--- config.mk ---
export PLATFORM = sky130hd
export DESIGN_NAME = ex_pipe_unit
export DESIGN_NICKNAME = d
export VERILOG_FILES = /design/src/rtl/ex_pipe_unit.sv
export SDC_FILE = /design/constraint.sdc
export NUM_CORES = 1
export LEC_CHECK = 0
export BUFFER_PORTS_ARGS = -buffer_cell sky130_fd_sc_hd__buf_2
export CORE_MARGIN = 10
export CORE_UTILIZATION = 43
export CTS_CLUSTER_DIAMETER = 80
export CTS_CLUSTER_SIZE = 24
export DETAILED_ROUTE_END_ITERATION = 8
export SLEW_MARGIN = 20
export SYNTH_ARGS = -nofsm -noshare
export SYNTH_HDL_FRONTEND = slang
export SYNTH_SLANG_ARGS = --single-unit
--- constraint.sdc ---
create_clock -name clk_i -period 5.6 [get_ports clk_i]
set_input_delay 0.28 -clock clk_i [delete_from_list [all_inputs] [get_ports clk_i]]
set_output_delay 0.28 -clock clk_i [all_outputs]
set_load 0.01 [all_outputs]
--- src/rtl/ex_pipe_unit.sv ---
// ex_pipe_unit: integer ALU feeding a STAGES-deep valid/ready result pipeline with flush and bubble collapsing.
// Optional perf counters (accepted ops, consumed heads) are enabled by defining EX_PIPE_PERF_CNT_EN.
module ex_pipe_unit #(
  parameter int DATA_LEN  = 32,
  parameter int STAGES    = 2,
  parameter int RRF_TAG_W = 6
) (
  input  logic                 clk_i,
  input  logic                 reset_n_i,
  input  logic                 issue_i,
  output logic                 issue_ready_o,
  input  logic [3:0]           alu_op_i,
  input  logic [DATA_LEN-1:0]  src1_i,
  input  logic [DATA_LEN-1:0]  src2_i,
  input  logic                 if_write_rrf_i,
  input  logic [RRF_TAG_W-1:0] rrf_tag_i,
  input  logic                 flush_i,
  input  logic                 out_ready_i,
  output logic [DATA_LEN-1:0]  result_o,
  output logic [RRF_TAG_W-1:0] rrf_tag_o,
  output logic                 reorder_buffer_we_o,
`ifdef EX_PIPE_PERF_CNT_EN
  output logic [31:0]          perf_issued_o,
  output logic [31:0]          perf_done_o,
`endif
  output logic                 rename_register_we_o
);
  localparam int SH   = $clog2(DATA_LEN);
  localparam int LAST = STAGES - 1;
  logic [SH-1:0]        shamt;
  logic [DATA_LEN-1:0]  alu_res;
  logic [STAGES-1:0]    valid, adv;
  logic [DATA_LEN-1:0]  res [STAGES];
  logic [RRF_TAG_W-1:0] tag [STAGES];
  logic [STAGES-1:0]    wr;
  logic                 accept;
  assign shamt = src2_i[SH-1:0];
  always_comb begin
    alu_res = '0;
    case (alu_op_i)
      4'd0: alu_res = src1_i + src2_i;
      4'd1: alu_res = src1_i - src2_i;
      4'd2: alu_res = src1_i << shamt;
      4'd3: alu_res = DATA_LEN'($signed(src1_i) < $signed(src2_i));
      4'd4: alu_res = DATA_LEN'(src1_i < src2_i);
      4'd5: alu_res = src1_i ^ src2_i;
      4'd6: alu_res = src1_i >> shamt;
      4'd7: alu_res = $signed(src1_i) >>> shamt;
      4'd8: alu_res = src1_i | src2_i;
      4'd9: alu_res = src1_i & src2_i;
      default: alu_res = '0;
    endcase
  end
  // A stage may advance if it or any stage downstream of it is empty, or the head drains.
  always_comb begin
    adv = '0;
    for (int i = 0; i < STAGES; i++) adv[i] = out_ready_i || (|((~valid) >> i));
  end
  assign issue_ready_o = adv[0];
  assign accept        = issue_i && adv[0] && !flush_i;
  always_ff @(posedge clk_i or negedge reset_n_i)
    if (!reset_n_i) begin
      valid <= '0;
      wr    <= '0;
      for (int i = 0; i < STAGES; i++) begin
        res[i] <= '0;
        tag[i] <= '0;
      end
    end else begin
      if (flush_i) valid[0] <= 1'b0;
      else if (adv[0]) valid[0] <= accept;
      if (accept) begin
        res[0] <= alu_res;
        tag[0] <= rrf_tag_i;
        wr[0]  <= if_write_rrf_i;
      end
      for (int i = 1; i < STAGES; i++) begin
        if (flush_i) valid[i] <= 1'b0;
        else if (adv[i]) valid[i] <= valid[i-1];
        if (adv[i] && valid[i-1]) begin
          res[i] <= res[i-1];
          tag[i] <= tag[i-1];
          wr[i]  <= wr[i-1];
        end
      end
    end
  assign result_o             = res[LAST];
  assign rrf_tag_o            = tag[LAST];
  assign reorder_buffer_we_o  = valid[LAST];
  assign rename_register_we_o = valid[LAST] && wr[LAST];
`ifdef EX_PIPE_PERF_CNT_EN
  logic done;
  assign done = valid[LAST] && out_ready_i && !flush_i;
  always_ff @(posedge clk_i or negedge reset_n_i)
    if (!reset_n_i) begin
      perf_issued_o <= '0;
      perf_done_o   <= '0;
    end else begin
      perf_issued_o <= perf_issued_o + 32'(accept);
      perf_done_o   <= perf_done_o + 32'(done);
    end
`endif
endmodule
== Word level (Yosys, flattened, before mapping) ==
Index checks and enable logic that the tools add are counted.

* $add $sub $neg: 2
* Magnitude comparators: 2
* Equality and inequality tests: 9
* Shifts and indexed selects: 3
* Mux-type cells: 5
* Bitwise logic cells: 4
* Reductions and logical operators: 11

{| class="wikitable"
|+ Operator list
! cell !! count
|-
| case mux 32 bit (10 select lines) || 1
|-
| < comparator 32 bit || 2
|-
| adder 32 bit || 1
|-
| AND 32 bit || 1
|-
| bitwise OR 32 bit || 1
|-
| left shift 32 x 5 -> 32 bit || 1
|-
| >> shifter 32 x 5 -> 32 bit || 1
|-
| >>> shifter 32 x 5 -> 32 bit || 1
|-
| subtractor 32 bit || 1
|-
| bitwise XOR 32 bit || 1
|-
| == test 4 x 3 -> 1 bit (second input constant) || 4
|-
| == test 4 x 2 -> 1 bit (second input constant) || 2
|-
| == test 4 bit (second input constant) || 2
|-
| == test 4 x 1 -> 1 bit (second input constant) || 1
|-
| logical AND 1 bit || 4
|-
| logical NOT 4 bit || 1
|-
| two-way mux 1 bit || 4
|-
| nonzero test 2 bit || 2
|-
| logical OR 1 bit || 2
|-
| inverter 2 bit || 1
|-
| OR reduction 2 bit || 1
|-
| logical NOT 1 bit || 1
|}

* Bits in registers: 80
* Bits of input ports: 80
* Output and inout bits: 41
* Word-level logic and storage cells: 44

== Depth between registers and ports, before layout ==
* Word-level depth: 7
* Gate-level depth with buffers: 15
* Gate-level depth less buffers: 13

== Least setup slack after synthesis ==
OpenSTA, ideal clock, no wires.

* Path type: in2reg
* From: in src2_i[2]
* To: reg res[61] in the netlist's numbering
* Library setup time: 136 ps
* Data arrival time: 3487 ps
* Required time: 5464 ps
* Slack: 1977 ps
* Stages on the path: 15
* Buffers on the path: 3
* Cells stage by stage: inv_2 buf_1 buf_1 ha_1 buf_2 o211ai_2 o211ai_2 a41o_4 a211oi_4 nor4_1 and4_1 nor3_2 mux2i_1 a2111oi_4 a22oi_2

* Longest elaborated chain between the ends: 2
* Elaborated cells on any way between the ends: 6
* Those cells by class: add/sub: 2; shift: 3; mux: 1

{| class="wikitable"
|+ Ends and longest elaborated chain
! element !! RTL line !! RTL
|-
| from (decl) || 14 || <nowiki>input logic [DATA_LEN-1:0] src2_i,</nowiki>
|-
| subtractor 32 bit (tied with other cells) || 42 || <nowiki>4'd1: alu_res = src1_i - src2_i;</nowiki>
|-
| case mux 32 bit (10 select lines) * || 40 || <nowiki>case (alu_op_i)</nowiki>
|-
| to (signal, indexed assignment) || 81 || <nowiki>res[i] <= res[i-1];</nowiki>
|-
| to (decl) || 33 || <nowiki>logic [DATA_LEN-1:0] res [STAGES];</nowiki>
|}

Every way passes the cells marked *; elsewhere a longest branch is shown, timed or not.
A chain may end at the register's enable or synchronous reset.

== Worst setup path after layout ==
* From: in src2_i[0]
* To: reg res[58] in the netlist's numbering

The elaborated chain is that of the path after synthesis.

==> flow_summary.toml <==
[outcome]
status = "finished with violations"
violations = "negative hold slack"

[grt]
overflow = 0
grt_pass1_vias = 11311
grt_usage_pct = 28.5
antenna_found_initial = 2
grt_pass1_wl_microns = 73700
grt_start_max_net_pins = 81

[sta]
min_period_ps = 3580
fmaxAchievable_mhz = 279
maxSlewViolCount = 0
max-slew-margin-rel_pct = 37.1
rsz0062_at_grt = "no"
setup_viol_count_final = 0
holdWs_ps = -28.1
tns_ps = 0
finalClockSkew_ps = 17.1
finalHoldViolations = 22
setup_slack_ps = 2020
max_slew.worst_pin.slew_ps = 943
period_share_pct = 63.9

[drt]
vias_per_cell = 6.48
avgRoutedWirePerCell_microns = 27.1
drt_first_pass_iters = 8
drtIter0Drc = 1390
wl_microns = 49800
num_vias = 11919
drtAntennaViolNets = 0
drc = 0

[yosys]
ys_types = 78
synth_top_area_cell = "dfrtp_1"
synthFlopType = "dfrtp_1"
synth_top_area_share_pct = 17.3
avgSynthCellArea_sq_um = 7.82
ys_warn_count = 0
yosys_register_bits = 80
synth_area_leaders = "dfrtp_1, ha_1, mux4_2, mux2i_1, nor2_1"
syn_inst = 1481
async_flop_share_pct = 100
seq_area_frac_synth_pct = 17.3
syn_nets = 1662
netlist_area_sq_um = 11600
synth_edf_count = 0

[setup_path]
required_ps = 5870
path_max_fanout = 32
start_kind = "input pin"
crit_type = "input pin to flop"
cp.arrival_ps = 3840
endpoint_kind = "flop"

[die]
io_pins = 121
fp.dieW_microns = 184
dieHeight_microns = 184
rows = 60
die_area_sq_um = 33900
core_area_sq_um = 26700
initial_utilization_pct = 43.3

[pwr]
leakagePower_nw = 5.67
ir_drop_mv = 0.121
p_per_area_nw_per_um2 = 200

[finish]
insertedDiodeCount = 0
multi_input_area_sq_um = 8510
nNetsFinal = 1674
final_common_cell = "nor2_1"
stdcell_count = 1839
drive_gt1_share_pct = 18.4
mostFrequentLayoutCells = "nor2_1, buf_2, a21oi_1, o21ai_0, nand2_1"
final_core_util_pct = 46.5
synthToLayoutAreaGrowth_pct = 7.23
fill_cells = 2759
regArea_sq_um = 2000

[clock_tree]
root_buffer = "clkbuf_16"
cts_hold_buf = 0
path_clk_slew_ps = 80
clkSinkCount = 80
cts_buffer_depth = 2
cts_buffers = 9
cts_setup_buffers = 0
ctsHtreeMaxLevel = 3
cts_resized = 0
cts_tree = "yes"
clk_latency_ps = 350

[placement]
place_hpwl_microns = 38800
placedCellCount = 1823
port_buffers = 120
place_congestion = 1.00
pre_cts_slack_ps = 1750

[run]
cap_violations = 0

[worst_hold_path]
hold_path.class = "input pin to asynchronous set/reset pin"
[flip-flops by register name, indices dropped and copies added (netlist names)]
signal	flops
result_o	32
res	32
rrf_tag_o	6
tag	6
valid	2
wr	2
[cells in the mapped netlist, types with 15 or more instances]
library cell  instances
a211oi_1             19
a21oi_1             111
a221oi_1             18
a22oi_1              21
buf_4                41
clkbuf_1             77
dfrtp_1              80
ha_1                 99
inv_1                96
mux2_2               56
mux2i_1              74
mux4_2               33
nand2_1             107
nand2b_1             15
nand3_1              31
nor2_1              172
nor3_1               32
o211ai_1             24
o21ai_0             111
o221ai_1             17
xnor2_1              22
[cell families after synthesis]
group           after synthesis  share of synthesized area (%)
buf+inv                     242                           9.37
simple gates                420                           16.2
xor+xnor                     27                           2.04
compound gates              447                           25.7
mux                         164                           18.4
flops                        80                           17.3
fa+ha+maj                   101                           11.0
[final timing paths]
check                           startpoint      endpoint  slack [ps]  depth (start not counted)
worst max-delay path             src2_i[0]       res[58]        2020                         13
worst min-delay path             reset_n_i   result_o[5]         -30                          1
min in group clk_i                 flush_i      valid[0]         120                          2
max in group asynchronous        reset_n_i  result_o[23]        5110                          1
worst min register to register     res[33]       res[33]         480                          2
worst max register to register    valid[1]       res[63]        2810                         10
[where the power goes]
part | switching (W) | total (W) | internal, W
combinational | 0.000724 | 0.00114 | 0.000419
sequential | 0.0000501 | 0.000713 | 0.000662
clock | 0.000271 | 0.000627 | 0.000356
[routing by layer]
metal | global-route usage (%) | vias to the layer above | part of all wire [%]
met5 | 0 | - | 0.026
met4 | 10.5 | 2 | 3.9
met3 | 4.53 | 89 | 8.0
met2 | 44.0 | 638 | 44
met1 | 39.1 | 5807 | 44
li1 | - | 5383 | -
[cell type report]
type / instances / area share [%]
sequential: 80 / 16.1
timing repair buffer: 144 / 6.46
clock inverter: 7 / 0.675
multi-input combinational: 1159 / 68.5
inverter: 99 / 2.99
tap: 341 / 3.44
clock buffer: 9 / 1.81
[critical path, cell delays in order]
cell	delay [ps]
buf_4	380
ha_1	330
inv_1	80
fa_1	410
nand2b_1	190
a21oi_1	180
o21ai_0	130
and3b_1	200
o41ai_1	610
a221o_1	450
o21ai_0	160
o31a_1	260
a32oi_1	180
[through the flow]
| step | power, W | instance area, sq um | hold WS, ps |
|---|---|---|---|
| 2_1_floorplan | 0.00148 | 11600 | -15.6 |
| 3_3_place_gp | 0.00183 | 12100 | 462 |
| 3_5_place_dp | 0.00184 | 12100 | 469 |
| 4_1_cts | 0.00246 | 12400 | 106 |
| 5_1_grt | 0.00260 | 12400 | 28.9 |
| 6_report | 0.00248 | 12400 | -28.1 |
Power figures use the tool's default switching activity.
